### config.mk
export PLATFORM = sky130hd
export DESIGN_NAME = instr_fetch
export DESIGN_NICKNAME = d
export VERILOG_FILES = /design/src/rtl/instr_fetch_pkg.sv /design/src/rtl/instr_fetch.sv
export SDC_FILE = /design/constraint.sdc
export NUM_CORES = 1
export LEC_CHECK = 0
export ABC_AREA = 1
export CORE_AREA = 2 2 114 116
export DETAILED_ROUTE_END_ITERATION = 10
export DIE_AREA = 0 0 116 118
export PLACE_DENSITY = 0.83
export REMOVE_ABC_BUFFERS = 1
export SLEW_MARGIN = 20
export SYNTH_ARGS = -nofsm -noshare
export SYNTH_HDL_FRONTEND = slang
export SYNTH_SLANG_ARGS = --single-unit
export TNS_END_PERCENT = 50
### constraint.sdc
create_clock -name clk -period 4.5 [get_ports clk]
set_input_delay 0.45 -clock clk [delete_from_list [all_inputs] [get_ports clk]]
set_output_delay 0.45 -clock clk [all_outputs]
set_load 0.1 [all_outputs]
### src/rtl/instr_fetch_pkg.sv
// Shared fetch/decode definitions: machine width, NOP encoding, major opcodes and fetch FSM states.
// Single-cycle combinational helpers only; no state or flow control lives here.
package instr_fetch_pkg;

   localparam int unsigned XLEN = 32;

   // addi x0, x0, 0
   localparam logic [XLEN-1:0] NOP_INSTR = 32'h0000_0013;

   localparam logic [6:0] OPCODE_L = 7'b000_0011;
   localparam logic [6:0] OPCODE_S = 7'b010_0011;
   localparam logic [6:0] OPCODE_I = 7'b001_0011;
   localparam logic [6:0] OPCODE_B = 7'b110_0011;

   typedef enum logic [1:0] {
      ST_FETCH = 2'd0,
      ST_OUT   = 2'd1,
      ST_DRAIN = 2'd2
   } fetch_state_t;

   function automatic logic [XLEN-1:0] word_align(input logic [XLEN-1:0] addr);
      return {addr[XLEN-1:2], 2'b00};
   endfunction

endpackage

### src/rtl/instr_fetch.sv
// Fetch stage: PC, memory req/ack, instruction handoff to decode; 0-wait memory gives InstrValid one cycle after MemReq.
// Decode stalls hold the instruction and suppress new requests; a redirect squashes output and drains any in-flight read.
module instr_fetch
   import instr_fetch_pkg::*;
#(
   parameter logic [31:0] RESET_PC = 32'h0000_0000
) (
   input  logic        clk,
   input  logic        reset,
   output logic        MemReq,
   output logic [31:0] MemAddr,
   input  logic        MemAck,
   input  logic [31:0] MemRData,
   output logic        InstrValid,
   input  logic        InstrReady,
   output logic [31:0] Instruction,
   output logic [31:0] InstrPC,
   input  logic        Redirect,
   input  logic [31:0] RedirectPC
);

   fetch_state_t state_q, state_d;
   logic [31:0]  pc_q, pc_d;
   logic [31:0]  req_addr_q, req_addr_d;
   logic [31:0]  instr_q, instr_d;
   logic [31:0]  instr_pc_q, instr_pc_d;
   logic         valid_q, valid_d;
   logic [31:0]  redirect_pc;
   logic         mem_req;
   logic         unused_redirect_lsb;

   assign redirect_pc         = word_align(RedirectPC);
   assign unused_redirect_lsb = ^RedirectPC[1:0];

   always_ff @(posedge clk) begin
      if (reset) begin
         state_q    <= ST_FETCH;
         pc_q       <= RESET_PC;
         req_addr_q <= RESET_PC;
         instr_q    <= NOP_INSTR;
         instr_pc_q <= '0;
         valid_q    <= 1'b0;
      end else begin
         state_q    <= state_d;
         pc_q       <= pc_d;
         req_addr_q <= req_addr_d;
         instr_q    <= instr_d;
         instr_pc_q <= instr_pc_d;
         valid_q    <= valid_d;
      end
   end

   always_comb begin
      state_d    = state_q;
      pc_d       = pc_q;
      req_addr_d = req_addr_q;
      instr_d    = instr_q;
      instr_pc_d = instr_pc_q;
      valid_d    = valid_q;
      mem_req    = 1'b0;

      case (state_q)
         ST_FETCH: begin
            mem_req = 1'b1;
            if (Redirect) begin
               pc_d = redirect_pc;
               // An ack in the redirect cycle closes the old read, so the new one can issue at once.
               if (MemAck) begin
                  req_addr_d = redirect_pc;
               end else begin
                  state_d = ST_DRAIN;
               end
            end else if (MemAck) begin
               instr_d    = MemRData;
               instr_pc_d = req_addr_q;
               valid_d    = 1'b1;
               pc_d       = req_addr_q + 32'd4;
               state_d    = ST_OUT;
            end
         end

         ST_OUT: begin
            if (Redirect) begin
               valid_d    = 1'b0;
               pc_d       = redirect_pc;
               req_addr_d = redirect_pc;
               state_d    = ST_FETCH;
            end else if (InstrReady) begin
               valid_d    = 1'b0;
               req_addr_d = pc_q;
               state_d    = ST_FETCH;
            end
         end

         ST_DRAIN: begin
            // Memory cannot cancel a read, so the stale address stays up until its ack.
            mem_req = 1'b1;
            if (Redirect) begin
               pc_d = redirect_pc;
               if (MemAck) begin
                  req_addr_d = redirect_pc;
                  state_d    = ST_FETCH;
               end
            end else if (MemAck) begin
               req_addr_d = pc_q;
               state_d    = ST_FETCH;
            end
         end

         default: begin
            state_d = ST_FETCH;
         end
      endcase
   end

   assign MemReq      = mem_req;
   assign MemAddr     = req_addr_q;
   assign InstrValid  = valid_q & ~Redirect;
   assign Instruction = instr_q;
   assign InstrPC     = instr_pc_q;

   a_no_ack_while_idle: assert property (@(posedge clk) disable iff (reset)
      !(MemAck && (state_q == ST_OUT)));

endmodule

==> out/qor.txt, run 1 <==
outcome - complete, no violations
Core Region - 12400 um2
drt total wl - 17900 um
RR Endpoint - pc_q[15]
hpwl dp - 11700 um
placer congestion estimate - 0.953
yosys warns - 0
vias in the first global route - 6128
TritonCTS buffer count - 17
Rows - 41
HP Start - Instruction[0]
first-pass GRT wire length - 29600 um
GRT overflow - 0
top post-synthesis cells by count - nand2_1 (221), nor2_1 (167), dfxtp_1 (131)
overall routing resource usage - 27.0%
Netlist cell types - 30
count leader, synth - nand2_1
fmax - 351 MHz
HP Class - reg2reg
Clk pin slew, worst setup/hold paths - 0.05 ns
vias per cell - 5.21
Starting Density - 49.5%
Max rail drop VDD - 0.257 mV
Area after DPL - 7870 um2
count of pins over their slew limit - 0
Buf/Inv on CP - 3
Post-Syn Instances - 934
fillers - 1084
sequential fraction of the synthesis area - 42.7%
Design Power - 3.99 mW
post-layout minimum cycle time - 2.85 ns
Critical-path top delay cell - clkdlybuf4s50_1
# nets final - 1149
Gates resized, CTS repair - 0
clock latency on the worst-skew pair - 0.42 ns
Ports - 167
Final Skew - 0.0132 ns
Worst Path Required - 4.05 ns
largest net degree at the start of global routing - 88
Yosys top cell area share - 42.7%
critical path capture point type - primary output
critical path type - reg2out
Final Hold Viols - 0
initial antenna violation count - 0
EDFF count, synth - 0
Max-slew headroom - 30.1%
P_leak - 3.50 nW
Seq cells post-synth - 131
Async SR Flop Fraction - 0%
Startpoint Class - flop
CTS tree - built
# setup viols final - 0
fin area - 8460 um2
cts hold-fix bufs - 0
Hold Path Stages - 2
post-CTS setup buffer count - 0
Max-Cap Viols - 0
Top FF cell, synth - dfxtp_1
Setup TNS Final - 0 ns
RSZ-0062 raised after global routing - no
drt initial violations - 440
DIE AREA - 13700 um2
WHS Endpoint - Instruction[0]
Worst Max-Slew Pin Slew - 1.05 ns
Root Driver - clkbuf_16
n_diodes - 0
syn avg cell area - 6.58 um2
top cells by area, synth - dfxtp_1 (43%), nand2_1 (14%), nor2_1 (10%)
Post-DRT Antenna Nets - 0
worst-path cell chain - inv_1 -> ha_1 -> inv_1 -> nand2_1 -> clkdlybuf4s50_1
Worst R2R Start - state_q[0]
leading area contributor after synthesis - dfxtp_1
worst path arrival time - 2.40 ns
Vias - 6563
final cell count without fillers - 1260
die width - 116 um
CTS H-tree lvls - 4
clock sink count - 131
# DRC - 0
cell family with most CP delay - buffers and inverters
CP most frequent cell - inv_1
crit path max fanout - 4
Routed WL per cell - 14.2 um
Die H - 118 um
Pre-antenna DRT Iters - 7
Port Buf Inserts - 164
max incr delay on CP - 1.12 ns
Post-Syn Area - 6140 um2
Final period util - 63.3%
share of post-route cells with drive strength above 1 - 6.16%
PwrDens - 471 nW/um2
r2r setup slk - 1.95 ns
worst hold slack - 0.453 ns
Reg2Reg Depth - 7
P&R area growth vs syn - 37.7%
placed cells - 1228
clock tree buffer depth - 2
==> area by class of cell <==
class	count	area, um2	share of cell area, %
clock buffer	22	484	5.72
sequential	131	2620	31.0
clock inverter	10	105	1.24
timing repair buffer	174	1730	20.4
multi-input combinational	683	3050	36.1
tap	172	215	2.54
inverter	68	255	3.02
==> layer usage <==
layer | vias to the layer above | share of wire (%) | global-route usage (%)
met1 | 2954 | 43 | 34.7
met5 | - | 0 | 0
met3 | 30 | 9.9 | 8.65
met2 | 301 | 46 | 41.9
met4 | 0 | 1.8 | 10.5
li1 | 3278 | - | -
==> per-stage QoR <==
stage          util [%]  setup WS (ns)
6_report           68.2           1.65
5_1_grt            68.2           1.54
4_1_cts            68.1           1.68
3_5_place_dp       63.4           1.70
3_3_place_gp       63.4           1.73
2_1_floorplan         -           1.89
==> power by group <==
group / switching (mW) / leakage, nW / internal (mW)
Clock: 0.497 / 0.291 / 0.867
Combinational: 0.924 / 2.14 / 0.321
Sequential: 0.0934 / 1.08 / 1.28
Total: 1.51 / 3.50 / 2.47
==> layout by cell type, fill, tap and decap left out, types with 2 or more instances in the layout <==
| cell | synthesis | final |
|---|---|---|
| nand2_1 | 221 | 221 |
| nor2_1 | 167 | 167 |
| clkdlybuf4s50_1 | 0 | 164 |
| dfxtp_1 | 131 | 131 |
| nand3_1 | 101 | 101 |
| o21ai_0 | 78 | 78 |
| a21oi_1 | 70 | 70 |
| inv_1 | 61 | 60 |
| clkbuf_16 | 0 | 17 |
| o21ai_1 | 13 | 12 |
| buf_4 | 4 | 9 |
| inv_2 | 6 | 7 |
| or2_2 | 7 | 7 |
| clkinv_2 | 0 | 6 |
| ha_1 | 5 | 5 |
| nor2_2 | 4 | 4 |
| clkbuf_8 | 0 | 4 |
| o21ai_2 | 2 | 2 |
| o21bai_1 | 2 | 2 |
| a31oi_1 | 2 | 2 |
| and2_1 | 2 | 2 |
| bufinv_16 | 0 | 2 |
| clkinvlp_4 | 0 | 2 |
==> logic make-up after synthesis <==
family	Yosys count	synth area share [%]
buffers and inverters	120	7.84
XOR/XNOR	1	0.143
adder cells (fa/ha/maj)	5	1.02
flip-flops	131	42.7
AND/OR/NAND/NOR	509	34.3
AO/OA/AOI/OAI	168	14.0
==> worst register-to-register path, delay by kind of cell (launching register included) <==
family                     cells  cell delay (ns)
buffers and inverters          3             0.69
AOI/OAI and AO/OA              3             1.00
adders and majority gates      1             0.40
DFF                            1             0.35
==> worst max path at each step <==
stage / from / end / slack [ns] / cells after the start
after floorplan: state_q[0] / pc_q[5] / 1.89 / 7
after global placement: Redirect / InstrValid / 1.73 / 3
after detailed placement: Redirect / InstrValid / 1.70 / 3
after CTS: state_q[0] / MemReq / 1.68 / 5
after global routing: state_q[0] / MemReq / 1.54 / 5
final: state_q[0] / MemReq / 1.65 / 5
==> state kept, by name, indices dropped and copies added (netlist names) <==
register,flops
Instruction,32
state_q,2
InstrPC,32
valid_q,1
pc_q,32
MemAddr,32
Note: power is estimated with default switching activity, not from simulation.
==> run 2: changes to the inputs <==
--- a/config.mk
+++ b/config.mk
@@ -6,10 +6,10 @@
 export NUM_CORES = 1
 export LEC_CHECK = 0
 export ABC_AREA = 1
-export CORE_AREA = 2 2 114 116
+export CORE_AREA = 2 2 122 124
 export DETAILED_ROUTE_END_ITERATION = 10
-export DIE_AREA = 0 0 116 118
-export PLACE_DENSITY = 0.83
+export DIE_AREA = 0 0 124 126
+export PLACE_DENSITY = 0.76
 export REMOVE_ABC_BUFFERS = 1
 export SLEW_MARGIN = 20
 export SYNTH_ARGS = -nofsm -noshare
==> constraint.sdc (replaced) <==
create_clock -name clk -period 2.4 [get_ports clk]
set_input_delay 0.24 -clock clk [delete_from_list [all_inputs] [get_ports clk]]
set_output_delay 0.24 -clock clk [all_outputs]
set_load 0.1 [all_outputs]
==> run 2 against run 1 <==
Utilization fell by 10 points. Clock-buffer cell count up 4. Final cell count up 1.2%. Sequential power rose by 88%. Global-route usage down 3.4 points. Clock skew fell by 0.0082 ns. Critical path type is now reg2reg. Highest routed layer unchanged.
==> out/qor.txt, run 2 (same netlist as run 1, synthesis figures left out) <==
RSZ-0062 raised after global routing - no (unchanged)
grt met1 use - 30.1% (was 34.7%)
drt total wl - 18000 um (was 17900 um)
Area after DPL - 7700 um2 (was 7870 um2)
# setup viols final - 0 (unchanged)
clock latency on the worst-skew pair - 0.42 ns (about the same)
fin area - 8270 um2 (was 8460 um2)
CTS H-tree lvls - 4 (unchanged)
Setup TNS Final - 0 ns (unchanged)
grt met3 use - 7.52% (was 8.65%)
share of post-route cells with drive strength above 1 - 14.9% (was 6.16%)
Final period util - 87.3%
Gates resized, CTS repair - 0 (unchanged)
die width - 124 um (was 116 um)
Worst Max-Slew Pin Slew - 0.947 ns (was 1.05 ns)
post-CTS setup buffer count - 0 (unchanged)
HP Class - in2reg (was reg2reg)
Routed WL per cell - 14.1 um (was 14.2 um)
P&R area growth vs syn - 34.6% (was 37.7%)
GRT overflow - 0 (unchanged)
fillers - 1388 (was 1084)
gr busiest metal - met2 (unchanged)
r2r setup slk - 0.30 ns (was 1.95 ns)
Ports - 167 (unchanged)
outcome - complete, no violations (unchanged)
count of pins over their slew limit - 0 (unchanged)
Port Buf Inserts - 164 (unchanged)
vias in the first global route - 6051 (was 6128)
largest net degree at the start of global routing - 67 (was 88)
M2 GR Usage - 37.8% (was 41.9%)
first-pass GRT wire length - 29600 um (about the same)
PwrDens - 896 nW/um2 (was 471 nW/um2)
Starting Density - 42.9% (was 49.5%)
Worst Path Required - 2.76 ns (was 4.05 ns)
Max rail drop VDD - 0.457 mV (was 0.257 mV)
Final Skew - 0.00505 ns (was 0.0132 ns)
DIE AREA - 15600 um2 (was 13700 um2)
most frequent cells in the layout - nand2_1 (221), nor2_1 (167), dfxtp_1 (131) (was nand2_1 (221), nor2_1 (167), clkdlybuf4s50_1 (164))
post-layout minimum cycle time - 2.10 ns
drt initial violations - 468 (was 440)
worst hold slack - 0.389 ns (was 0.453 ns)
Max-slew headroom - 36.8% (was 30.1%)
overall routing resource usage - 23.6% (was 27.0%)
Final Hold Viols - 0 (unchanged)
Sequential Area - 2620 um2 (unchanged)
clock sink count - 131 (unchanged)
Die H - 126 um (was 118 um)
n_diodes - 0 (unchanged)
Startpoint Class - flop (unchanged)
Max-Cap Viols - 0 (unchanged)
Pre-antenna DRT Iters - 5 (was 7)
P_leak - 3.69 nW (was 3.50 nW)
Clk pin slew, worst setup/hold paths - 0.06 ns (was 0.05 ns)
CTS tree - built (unchanged)
worst path arrival time - 2.46 ns (was 2.40 ns)
TritonCTS buffer count - 17 (unchanged)
multi-input logic area - 3040 um2 (was 3050 um2)
critical path type - reg2reg (was reg2out)
placer congestion estimate - 0.920 (was 0.953)
# DRC - 0 (unchanged)
Post-DRT Antenna Nets - 0 (unchanged)
cts hold-fix bufs - 0 (unchanged)
vias per cell - 5.04 (was 5.21)
hpwl dp - 11900 um (was 11700 um)
fmax - 477 MHz
clock tree buffer depth - 2 (unchanged)
initial antenna violation count - 0 (unchanged)
# nets final - 1153 (was 1149)
crit path max fanout - 26 (was 4)
Rows - 44 (was 41)
Core Region - 14300 um2 (was 12400 um2)
Root Driver - clkbuf_16 (unchanged)
critical path capture point type - flop (was primary output)
Vias - 6429 (was 6563)
commonest non-fill, non-tap cell in the layout - nand2_1 (unchanged)
run 2: cell types whose count changed in the layout (fill, tap and decap cells not counted), sizes merged:
cell           previous run  this run
clkinvlp                  2         0
clkinv                    7         4
clkdlybuf4s50           164        66
clkbuf                   22        26
buf                      10       112
run 2: worst paths after layout:
kind	startpoint	end	cells past startpoint
setup / recovery	state_q[0]	MemAddr[11]	10
hold / removal	MemRData[1]	Instruction[1]	3
setup reg to reg	state_q[0]	MemAddr[11]	10
hold reg to reg	valid_q	valid_q	2
run 2: cell type report:
cell class                      instances  share of cell area, %
Multi-Input combinational cell        683                   36.8
Sequential cell                       131                   31.7
Timing Repair Buffer                  178                   18.8
Clock buffer                           26                   5.92
Inverter                               68                   3.09
Tap cell                              184                   2.78
Clock inverter                          5                  0.908
run 2: report_power, final:
part	internal [mW]	leakage (nW)	switching (mW)
Combinational	0.581	2.34	1.73
Clock	1.60	0.278	0.911
Sequential	2.41	1.08	0.178
run 2: worst max-delay path, cell delays in order (launching register included):
cell and delay [ns]:
dfxtp_1 0.35, inv_1 0.09, ha_1 0.40, inv_2 0.10
a21oi_1 0.07, o21ai_2 0.29, buf_4 0.38, nand3_1 0.12
nand3_1 0.11, nand2_1 0.06, inv_1 0.07
run 2: per-layer routing:
metal  wire length [um]  up-vias
li1                   -     3289
met3               1410       24
met5                  0        -
met4                350        0
met1               8010     2892
met2               8220      224
run 2: stage by stage:
step / std cells / util (%) / setup slack [ns] / power [mW]
floorplan: 882 / - / -0.209 / 4.26
global placement: 1244 / 53.8 / 0.236 / 4.90
detailed placement: 1244 / 53.8 / 0.207 / 4.93
CTS: 1275 / 57.8 / 0.341 / 7.45
global route: 1275 / 57.8 / 0.140 / 7.72
finish: 1275 / 57.8 / 0.304 / 7.41
==> run 3: changes to the inputs <==
--- a/config.mk
+++ b/config.mk
@@ -11,7 +11,7 @@
 export DIE_AREA = 0 0 124 126
 export PLACE_DENSITY = 0.76
 export REMOVE_ABC_BUFFERS = 1
-export SLEW_MARGIN = 20
+export SKIP_LAST_GASP = 1
 export SYNTH_ARGS = -nofsm -noshare
 export SYNTH_HDL_FRONTEND = slang
 export SYNTH_SLANG_ARGS = --single-unit
==> results of run 3 <==
Final layout, timing and power as in run 2 (identical DEF).
